===== config.mk =====
export PLATFORM = sky130hd
export DESIGN_NAME = irig_gen
export DESIGN_NICKNAME = d
export VERILOG_FILES = /design/src/rtl/irig_pkg.sv /design/src/rtl/irig_bit_sel.sv /design/src/rtl/irig_gen.sv
export SDC_FILE = /design/constraint.sdc
export NUM_CORES = 1
export LEC_CHECK = 0
export BUFFER_PORTS_ARGS = -buffer_cell sky130_fd_sc_hd__buf_2
export CAP_MARGIN = 20
export CORE_MARGIN = 3
export CORE_UTILIZATION = 40
export CTS_BUF_LIST = sky130_fd_sc_hd__clkbuf_16
export DETAILED_ROUTE_END_ITERATION = 12
export PLACE_DENSITY = 0.69
export SLEW_MARGIN = 20
export SYNTH_ARGS = -nofsm -noshare
export SYNTH_HDL_FRONTEND = slang
export SYNTH_SLANG_ARGS = --single-unit
export TNS_END_PERCENT = 10

===== constraint.sdc =====
create_clock -name clk -period 3.1 [get_ports clk]
set_clock_uncertainty 0.05 [all_clocks]
set_input_delay 0.155 -clock clk [delete_from_list [all_inputs] [get_ports clk]]
set_output_delay 0.155 -clock clk [all_outputs]
set_load 0.05 [all_outputs]

===== src/rtl/irig_pkg.sv =====
// rtl/irig_pkg.sv - IRIG-B000 symbol codes, pulse widths, FSM states and frame map
package irig_pkg;

  localparam logic [2:0] SYM_MARK = 3'b111;
  localparam logic [2:0] SYM_ONE  = 3'b011;
  localparam logic [2:0] SYM_ZERO = 3'b001;

  localparam logic [3:0] W_ZERO = 4'd2;
  localparam logic [3:0] W_ONE  = 4'd5;
  localparam logic [3:0] W_MARK = 4'd8;

  localparam int         FRAME_BITS = 100;
  localparam logic [6:0] LAST_BIT   = 7'd99;
  localparam logic [6:0] REQ_BIT    = 7'd90;
  localparam logic [3:0] LAST_MS    = 4'd9;

  // Field start bits; every BCD digit is sent LSB first
  localparam int SEC_U  = 1;
  localparam int SEC_T  = 6;
  localparam int MIN_U  = 10;
  localparam int MIN_T  = 15;
  localparam int HOUR_U = 20;
  localparam int HOUR_T = 25;
  localparam int DAY_U  = 30;
  localparam int DAY_T  = 35;
  localparam int DAY_H  = 40;

  typedef enum logic [1:0] {
    ST_IDLE,
    ST_RUN,
    ST_STOP
  } state_t;

  typedef struct packed {
    logic [9:0] day;
    logic [5:0] hour;
    logic [6:0] min;
    logic [6:0] sec;
  } irig_time_t;

  function automatic logic [FRAME_BITS-1:0] mark_mask();
    logic [FRAME_BITS-1:0] m;
    m = '0;
    for (int i = 0; i < FRAME_BITS; i++) m[i] = (i == 0) || (i % 10 == 9);
    return m;
  endfunction

  localparam logic [FRAME_BITS-1:0] MARK_MASK = mark_mask();

  // Number of ms the line stays high for a symbol; 0 for the idle code
  function automatic logic [3:0] sym_width(input logic [2:0] s);
    case (s)
      SYM_MARK: return W_MARK;
      SYM_ONE:  return W_ONE;
      SYM_ZERO: return W_ZERO;
      default:  return 4'd0;
    endcase
  endfunction

endpackage


===== src/rtl/irig_bit_sel.sv =====
// rtl/irig_bit_sel.sv - frame-map decode of one bit position to its symbol code
module irig_bit_sel
  import irig_pkg::*;
(
  input  logic [6:0]  bit_idx,
  input  irig_time_t  tod,
  output logic [2:0]  sym
);

  logic [FRAME_BITS-1:0] data;

  always_comb begin
    data = '0;
    data[SEC_U  +: 4] = tod.sec[3:0];
    data[SEC_T  +: 3] = tod.sec[6:4];
    data[MIN_U  +: 4] = tod.min[3:0];
    data[MIN_T  +: 3] = tod.min[6:4];
    data[HOUR_U +: 4] = tod.hour[3:0];
    data[HOUR_T +: 2] = tod.hour[5:4];
    data[DAY_U  +: 4] = tod.day[3:0];
    data[DAY_T  +: 4] = tod.day[7:4];
    data[DAY_H  +: 2] = tod.day[9:8];
    if (MARK_MASK[bit_idx]) sym = SYM_MARK;
    else if (data[bit_idx]) sym = SYM_ONE;
    else                    sym = SYM_ZERO;
  end

endmodule


===== src/rtl/irig_gen.sv =====
// rtl/irig_gen.sv - IRIG-B000 time-code generator: staged BCD time to PWM bit stream
module irig_gen
  import irig_pkg::*;
#(
  parameter int MS_DIV = 100000,
  parameter int DIV_W  = 17
) (
  input  logic        clk,
  input  logic        hrd_rst,
  input  logic        en,
  input  logic        load,
  input  logic [6:0]  sec_bcd,
  input  logic [6:0]  min_bcd,
  input  logic [5:0]  hour_bcd,
  input  logic [9:0]  day_bcd,
  output logic        irig_out,
  output logic [2:0]  sym,
  output logic        sym_valid,
  output logic [6:0]  bit_idx,
  output logic        frame_start,
  output logic        time_req,
  output logic        stale,
  output logic        busy
);

  state_t             state, state_next;
  logic [DIV_W-1:0]   div_cnt;
  logic [3:0]         ms_cnt;
  irig_time_t         staging, shadow, stage_next;
  logic               loaded;
  logic               ms_tick, bit_end, frame_go, new_bit;
  logic [6:0]         idx_next;
  logic [2:0]         sym_next;

  // A coincident load bypasses staging so it still reaches the new frame
  assign stage_next = load ? irig_time_t'({day_bcd, hour_bcd, min_bcd, sec_bcd}) : staging;
  assign ms_tick    = (state != ST_IDLE) && (div_cnt == DIV_W'(MS_DIV - 1));
  assign bit_end    = ms_tick && (ms_cnt == LAST_MS);
  assign busy       = (state != ST_IDLE);
  assign irig_out   = (ms_cnt < sym_width(sym));

  irig_bit_sel u_bit_sel (
    .bit_idx (idx_next),
    .tod     (shadow),
    .sym     (sym_next)
  );

  always_ff @(posedge clk or posedge hrd_rst) begin
    if (hrd_rst) state <= ST_IDLE;
    else         state <= state_next;
  end

  always_comb begin
    state_next = state;
    frame_go   = 1'b0;
    new_bit    = 1'b0;
    idx_next   = bit_idx;
    case (state)
      ST_IDLE: begin
        if (en) begin
          state_next = ST_RUN;
          frame_go   = 1'b1;
          new_bit    = 1'b1;
          idx_next   = '0;
        end
      end
      default: begin
        state_next = en ? ST_RUN : ST_STOP;
        if (bit_end) begin
          if (bit_idx != LAST_BIT) begin
            new_bit  = 1'b1;
            idx_next = bit_idx + 7'd1;
          end else if (en) begin
            frame_go = 1'b1;
            new_bit  = 1'b1;
            idx_next = '0;
          end else begin
            state_next = ST_IDLE;
            idx_next   = '0;
          end
        end
      end
    endcase
  end

  always_ff @(posedge clk or posedge hrd_rst) begin
    if (hrd_rst) begin
      div_cnt     <= '0;
      ms_cnt      <= '0;
      bit_idx     <= '0;
      sym         <= '0;
      sym_valid   <= 1'b0;
      frame_start <= 1'b0;
      time_req    <= 1'b0;
      stale       <= 1'b0;
      staging     <= '0;
      shadow      <= '0;
      loaded      <= 1'b0;
    end else begin
      bit_idx     <= idx_next;
      sym_valid   <= new_bit;
      frame_start <= frame_go;
      time_req    <= new_bit && (idx_next == REQ_BIT);
      staging     <= stage_next;
      if (new_bit)                      sym <= sym_next;
      else if (state_next == ST_IDLE)   sym <= '0;
      if (new_bit || state_next == ST_IDLE) begin
        div_cnt <= '0;
        ms_cnt  <= '0;
      end else if (ms_tick) begin
        div_cnt <= '0;
        ms_cnt  <= ms_cnt + 4'd1;
      end else begin
        div_cnt <= div_cnt + DIV_W'(1);
      end
      if (frame_go) begin
        shadow <= stage_next;
        stale  <= !(loaded || load);
        loaded <= 1'b0;
      end else if (load) begin
        loaded <= 1'b1;
      end
    end
  end

endmodule


==> results of run 1 <==
-- metal layers --
| metal | GRT usage | routed length (µm) |
|---|---|---|
| met1 | 0.231 | 4710 |
| met2 | 0.245 | 5040 |
| met3 | 0.0292 | 443 |
| met4 | 0.0673 | 231 |
| met5 | 0 | 0 |
-- metrics by stage --
step           setup TNS [ns]  setup slack (ns)  std cells  cell area [µm²]  power, mW
4_1_cts                     0            0.0111        608             5520       3.11
6_report                    0            0.0371        623             5780       3.09
2_1_floorplan               0            0.0285        395             4640       1.82
5_1_grt                -0.138            -0.116        623             5780       3.24
3_3_place_gp          -0.0953           -0.0953        590             5180       1.93
3_5_place_dp           -0.251            -0.167        590             5180       1.95
-- timing repair --
action                                  4_1_cts  5_1_grt
buffers inserted                              0       15
hold buffers                                  2        0
pin swaps                                     0       16
endpoints found under the setup margin        2        2
hold endpoints to repair                     23        0
gates cloned                                  0        1
resized for setup                             2       31
-- final cells by class --
class / instances / share of cell area
timing repair buffer: 89 / 0.101
clock inverter: 7 / 0.0149
tap: 140 / 0.0303
inverter: 16 / 0.0154
clock buffer: 9 / 0.0390
sequential: 98 / 0.425
multi-input combinational: 264 / 0.374
-- cells in the mapped netlist (4+ instances only) --
cell / count / area [µm²]
nand2_1: 23 / 86.3
nand3_1: 13 / 65.1
and3_1: 4 / 25.0
clkbuf_1: 8 / 30.0
a21oi_1: 12 / 60.1
or4_1: 4 / 30.0
o21ai_0: 13 / 65.1
nor4_1: 6 / 37.5
ha_1: 7 / 87.6
xnor2_1: 5 / 43.8
mux2i_1: 8 / 80.1
inv_1: 11 / 41.3
dfrtp_1: 98 / 2450
nor3_1: 4 / 20.0
xor2_1: 10 / 87.6
or3_1: 5 / 31.3
mux2_2: 65 / 732
nand4_1: 8 / 50.1
nor2_1: 26 / 97.6
-- logic make-up (layout without fill, tap and decap cells) --
logic type                 after synthesis  after routing  synth area share
AOI/OAI and AO/OA                       55             55            0.0823
xor gates and xnor gates                15             15            0.0283
adders and majority gates                7              7            0.0189
buffers and inverters                   33            121            0.0340
DFF                                     98             98             0.529
muxes                                   73             73             0.175
and+or+nand+nor                        114            114             0.133
-- cell usage in the layout, fill, tap and decap left out, types with 4 or more instances in the layout --
| cell | n |
|---|---|
| mux2i_1 | 8 |
| inv_1 | 9 |
| xor2_1 | 10 |
| a21oi_1 | 12 |
| buf_4 | 33 |
| o21ai_0 | 13 |
| nor4_1 | 5 |
| inv_2 | 4 |
| nand4_1 | 8 |
| and3_1 | 4 |
| or3_1 | 5 |
| mux2_2 | 65 |
| nor2_1 | 26 |
| dfrtp_1 | 96 |
| nand2_1 | 22 |
| xnor2_1 | 4 |
| buf_2 | 50 |
| clkbuf_16 | 9 |
| nand3_1 | 13 |
| ha_1 | 6 |
-- worst max-delay path: cells and delay by family (launching register included) --
| family | cells | cell delay (ns) |
|---|---|---|
| and+or+nand+nor | 5 | 0.95 |
| AOI/OAI and AO/OA | 3 | 0.70 |
| muxes | 1 | 0.36 |
| buffers and inverters | 3 | 0.46 |
| DFF | 1 | 0.42 |
-- final timing paths --
check	slack (ns)	cells after the start	startpoint	end
max in group asynchronous	1.98	4	hrd_rst	shadow[8]
hold / removal	0.006	2	min_bcd[0]	staging[7]
hold reg to reg	0.44	1	div_cnt[0]	div_cnt[0]
min in group asynchronous	0.29	3	hrd_rst	stale
setup reg to reg	0.04	12	div_cnt[6]	sym[1]
setup / recovery	0.04	12	div_cnt[6]	sym[1]
-- registers in the layout (all words and copies together) (netlist names), 2 cells and up --
signal / flops
sym: 3
staging: 30
shadow: 30
div_cnt: 17
ms_cnt: 4
state: 2
bit_idx: 7
-- where the power goes --
part	internal (mW)	switching [mW]	total [mW]
sequential	1.43	0.0833	1.52
combinational	0.201	0.214	0.415
clock	0.641	0.520	1.16
==> results.cfg, run 1 <==
[timing]
slew_headroom = 0.542
fin_crit_sh = 0.988
final-setup-viol-count = 0
period_needed_ns = 3.06
timing.fmax_mhz = 326
maxSlewViolCount = 0
worstMarginPinSlew_ns = 0.688
hold_slack_ns = 0.00578
hold_violations = 0

[cells_and_area]
syn_to_final_growth_pct = 24.5
multi_input_area_mm2 = 0.00216
diodes = 0
layout-drive-gt1-share = 0.427
seqCellArea_mm2 = 0.00245
fillers = 971
utilization = 0.522
nets = 519

[detailed_routing]
wire_per_inst_um = 16.7
via_per_inst = 5.52
wl_mm = 10.4
drc = 0
ant_nets = 0
drt_iter0_drc = 232
via_count = 3440
firstDrtPassIters = 5

[floorplanning]
die_w_um = 114
boundaryPins = 50
initial_core_util = 0.419
rows = 38
die_h_um = 114
die_area_mm2 = 0.0129
core_area_mm2 = 0.0111

[min_path]
hp-class = primary input to register

[power_and_ir_drop]
p_leak_nw = 2.63
ir_drop_mv = 0.287
p_per_area_mw_per_mm2 = 535

[place]
port_buffers = 49
place_congestion = 0.915
hpwl_mm = 6.98

[clocking]
cts_buffers = 9
cts_tree = built
worst_skew_pair.late_latency_ns = 0.34
cts_num_sinks = 98
h-tree-depth = 3
cts_buffer_depth = 2
clockRootBuffer = clkbuf_16
clk_pin_slew_worst_paths_ns = 0.07

[logic_synthesis]
netlist-cell-type-count = 62
synth_ff_type = dfrtp_1
ys_seq_area_frac = 0.529
synth_area_per_cell_um2 = 11.7
synthArstFlopShare = 1.00
yosysWarnings = 0
synth_edf_count = 0
syn-num-nets = 436
syn_area_mm2 = 0.00464
ys_seq_elements = 98
syn_inst = 395

[job]
max_cap_violations = 0

[global_routing]
grt_first_pass_wirelength_mm = 17.0
grt_max_degree = 46
grt_overflow = 0
grt_pass1_vias = 3446
grt_use_total = 0.162
antenna_found_initial = 0

[setup_path]
worst_path_max_delay_cell = dfrtp_1
cpPeakStageDelay_ns = 0.42
cp-start-kind = register
crit_chain = nor4bb_2, nand4_1, buf_6, nor4_4, buf_4, nor2_2, inv_2, mux2_2, a221oi_2, nor4_1, a211oi_2, o221ai_2
path_class = register to register
critPathArrivalTime_ns = 3.23
worst_ep_required_time_ns = 3.26
critical_path_peak_fanout = 5
critPathCaptureType = register

[outcome]
status = finished clean
(Power assumes the default switching activity.)
==> run 2, diff against run 1 <==
ABC_AREA = 1   (was default)
==> results.cfg, run 2 <==
[clocking]
cts_buffers = 9
clockRootBuffer = clkbuf_16
cts_buffer_depth = 2
h-tree-depth = 3
cts_num_sinks = 98
cts_tree = built
worst_skew_pair.late_latency_ns = 0.34
clk_pin_slew_worst_paths_ns = 0.07
postCtsResizedCells = 0

[logic_synthesis]
synth_top_area_frac = 0.479
synthArstFlopShare = 1.00
syn_inst = 680
synthTopCellsByCount = nand2_1, dfrtp_1, inv_1
synth_top_area_cell = dfrtp_1
synth_area_leaders = dfrtp_1, nand2_1, nand3_1
synth_ff_type = dfrtp_1
ys_seq_area_frac = 0.479
syn_area_mm2 = 0.00512
synth_area_per_cell_um2 = 7.53
ys_seq_elements = 98
synth_edf_count = 0
netlist-cell-type-count = 38
yosysWarnings = 0
syn-num-nets = 721
synth.most_common_cell = nand2_1

[cells_and_area]
multi_input_area_mm2 = 0.00228
top_regs = shadow (30), staging (30), div_cnt (17)
final_common_cell = nand2_1
seqCellArea_mm2 = 0.00245
layout-drive-gt1-share = 0.144
layoutNonFillerInstCount = 920
syn_to_final_growth_pct = 18.1
diodes = 0
fillers = 1186
final_cell_mix = nand2_1, dfrtp_1, inv_1
nets = 789

[setup_path]
critPathCaptureType = register
critPathTopFamily = simple AND/OR/NAND/NOR gates
r2r_slack_ns = 0.51
path_buf_inv = 2
worstRegToRegCells = 17
crit_start = bit_idx[1]
cp-start-kind = register
r2r-start = bit_idx[1]
cpPeakStageDelay_ns = 0.47
crit_chain = ha_1, nand2_1, nor3_2, inv_1, nand3_2, nand2_4, nand2_4, inv_1, nand3_1, nand3_1, nand2_1, nand2_1, nand2_1, nand3_1, nand2_1, nand3_1, nand3_1
critPathArrivalTime_ns = 2.82
worst_ep_required_time_ns = 3.33
worst_path_max_delay_cell = dfrtp_1
critical_path_peak_fanout = 22
path_class = register to register
r2r_end = sym[1]

[job]
max_cap_violations = 0

[detailed_routing]
ant_nets = 0
wl_mm = 11.6
via_per_inst = 4.73
drc = 0
drt_iter0_drc = 379
wire_per_inst_um = 12.6
via_count = 4353
firstDrtPassIters = 4

[min_path]
min_path_cells = 3
hold_start = day_bcd[6]
hp-class = primary input to register
worstHoldEndpoint = staging[26]

[place]
port_buffers = 49
place_congestion = 0.907
dp_cells = 881
hpwl_mm = 8.22

[timing]
final-setup-viol-count = 0
maxSlewViolCount = 0
slew_headroom = 0.400
rsz0062_at_grt = no
timing.fmax_mhz = 386
hold_violations = 0
period_needed_ns = 2.59
fin_crit_sh = 0.837
fin_setup_tns_ns = 0
worstMarginPinSlew_ns = 0.898

[global_routing]
grt_use_total = 0.171
grt_max_degree = 57
grt_first_pass_wirelength_mm = 20.0
grt_pass1_vias = 4224
grt_overflow = 0
antenna_found_initial = 0

[floorplanning]
boundaryPins = 50
core_area_mm2 = 0.0123
die_h_um = 119
die_w_um = 119
die_area_mm2 = 0.0142
initial_core_util = 0.418
rows = 40

[power_and_ir_drop]
ir_drop_mv = 0.318
p_leak_nw = 3.02
p_per_area_mw_per_mm2 = 492

[outcome]
status = finished clean
-- run 2: changes by cell type in the layout (fill, tap and decap cells not counted), moves of 6 or more --
cell and change:
nand2_1 +246, inv_2 +8, nor3_1 +8, mux2i_1 -8
buf_4 -31, mux2_2 -65, inv_1 +53, o21ai_0 +6
o21ai_1 +7, nor2_1 +32, dlygate4sd3_1 +22, nand3_1 +39
-- run 2: metrics by stage --
step / power (mW) / instance area, µm² / hold WS [ns] / utilization / setup WS [ns]
final: 2.97 / 6050 / 0.00665 / 0.493 / 0.507
after global routing: 3.12 / 6050 / 0.0105 / 0.493 / 0.195
after CTS: 3.00 / 6050 / 0.000378 / 0.493 / 0.514
after detailed placement: 1.87 / 5520 / 0.216 / 0.450 / 0.525
after global placement: 1.86 / 5520 / 0.215 / 0.450 / 0.558
after floorplan: 1.75 / 5120 / 0.171 / - / 0.333
-- run 2: timing repair --
action                                 CTS  global route
setup buffers                            0             0
endpoints found under the hold margin   66             0
hold buffers                            24             0
-- run 2: worst register-to-register path, stage by stage (launching register included) --
cell     delay [ns]
dfrtp_1        0.47
ha_1           0.29
nand2_1        0.09
nor3_2         0.26
inv_1          0.12
nand3_2        0.11
nand2_4        0.10
nand2_4        0.24
inv_1          0.16
nand3_1        0.10
nand3_1        0.07
nand2_1        0.06
nand2_1        0.05
nand2_1        0.05
nand3_1        0.08
nand2_1        0.09
nand3_1        0.08
nand3_1        0.06
-- run 2: power by group --
part           internal (mW)  total, mW  switching, mW
combinational          0.137      0.402          0.265
sequential              1.40       1.46         0.0570
clock                  0.626       1.11          0.485
total                   2.17       2.97          0.807
-- run 2: logic make-up (layout without fill, tap and decap cells) --
group | Yosys count | in the layout | share of synthesized area
compound gates | 46 | 46 | 0.0523
xor+xnor | 8 | 8 | 0.0137
fa+ha+maj | 7 | 7 | 0.0171
buf+inv | 96 | 168 | 0.0765
flops | 98 | 98 | 0.479
simple gates | 425 | 425 | 0.362
-- run 2: layout make-up --
class	instances	share of cell area
flip-flops and latches	98	0.405
inverters	77	0.0486
well taps	168	0.0347
multi-input cells	486	0.377
clock inverters	6	0.0110
clock buffers	9	0.0372
repair buffers	76	0.0860
-- run 2: per-layer routing --
| layer | GRT usage | part of all wire | up-vias |
|---|---|---|---|
| met2 | 0.293 | 0.49 | 69 |
| met4 | 0.0514 | 0.013 | 0 |
| li1 | - | - | 2264 |
| met1 | 0.221 | 0.47 | 2008 |
| met3 | 0.0299 | 0.030 | 12 |
| met5 | 0 | 0 | - |
-- run 2: how the worst max path moves through the flow --
| stage | to | cells after the start |
|---|---|---|
| 2_1_floorplan | bit_idx[0] | 1 |
| 3_3_place_gp | sym[1] | 17 |
| 3_5_place_dp | sym[1] | 17 |
| 4_1_cts | sym[1] | 17 |
| 5_1_grt | sym[1] | 15 |
| 6_report | sym[1] | 17 |
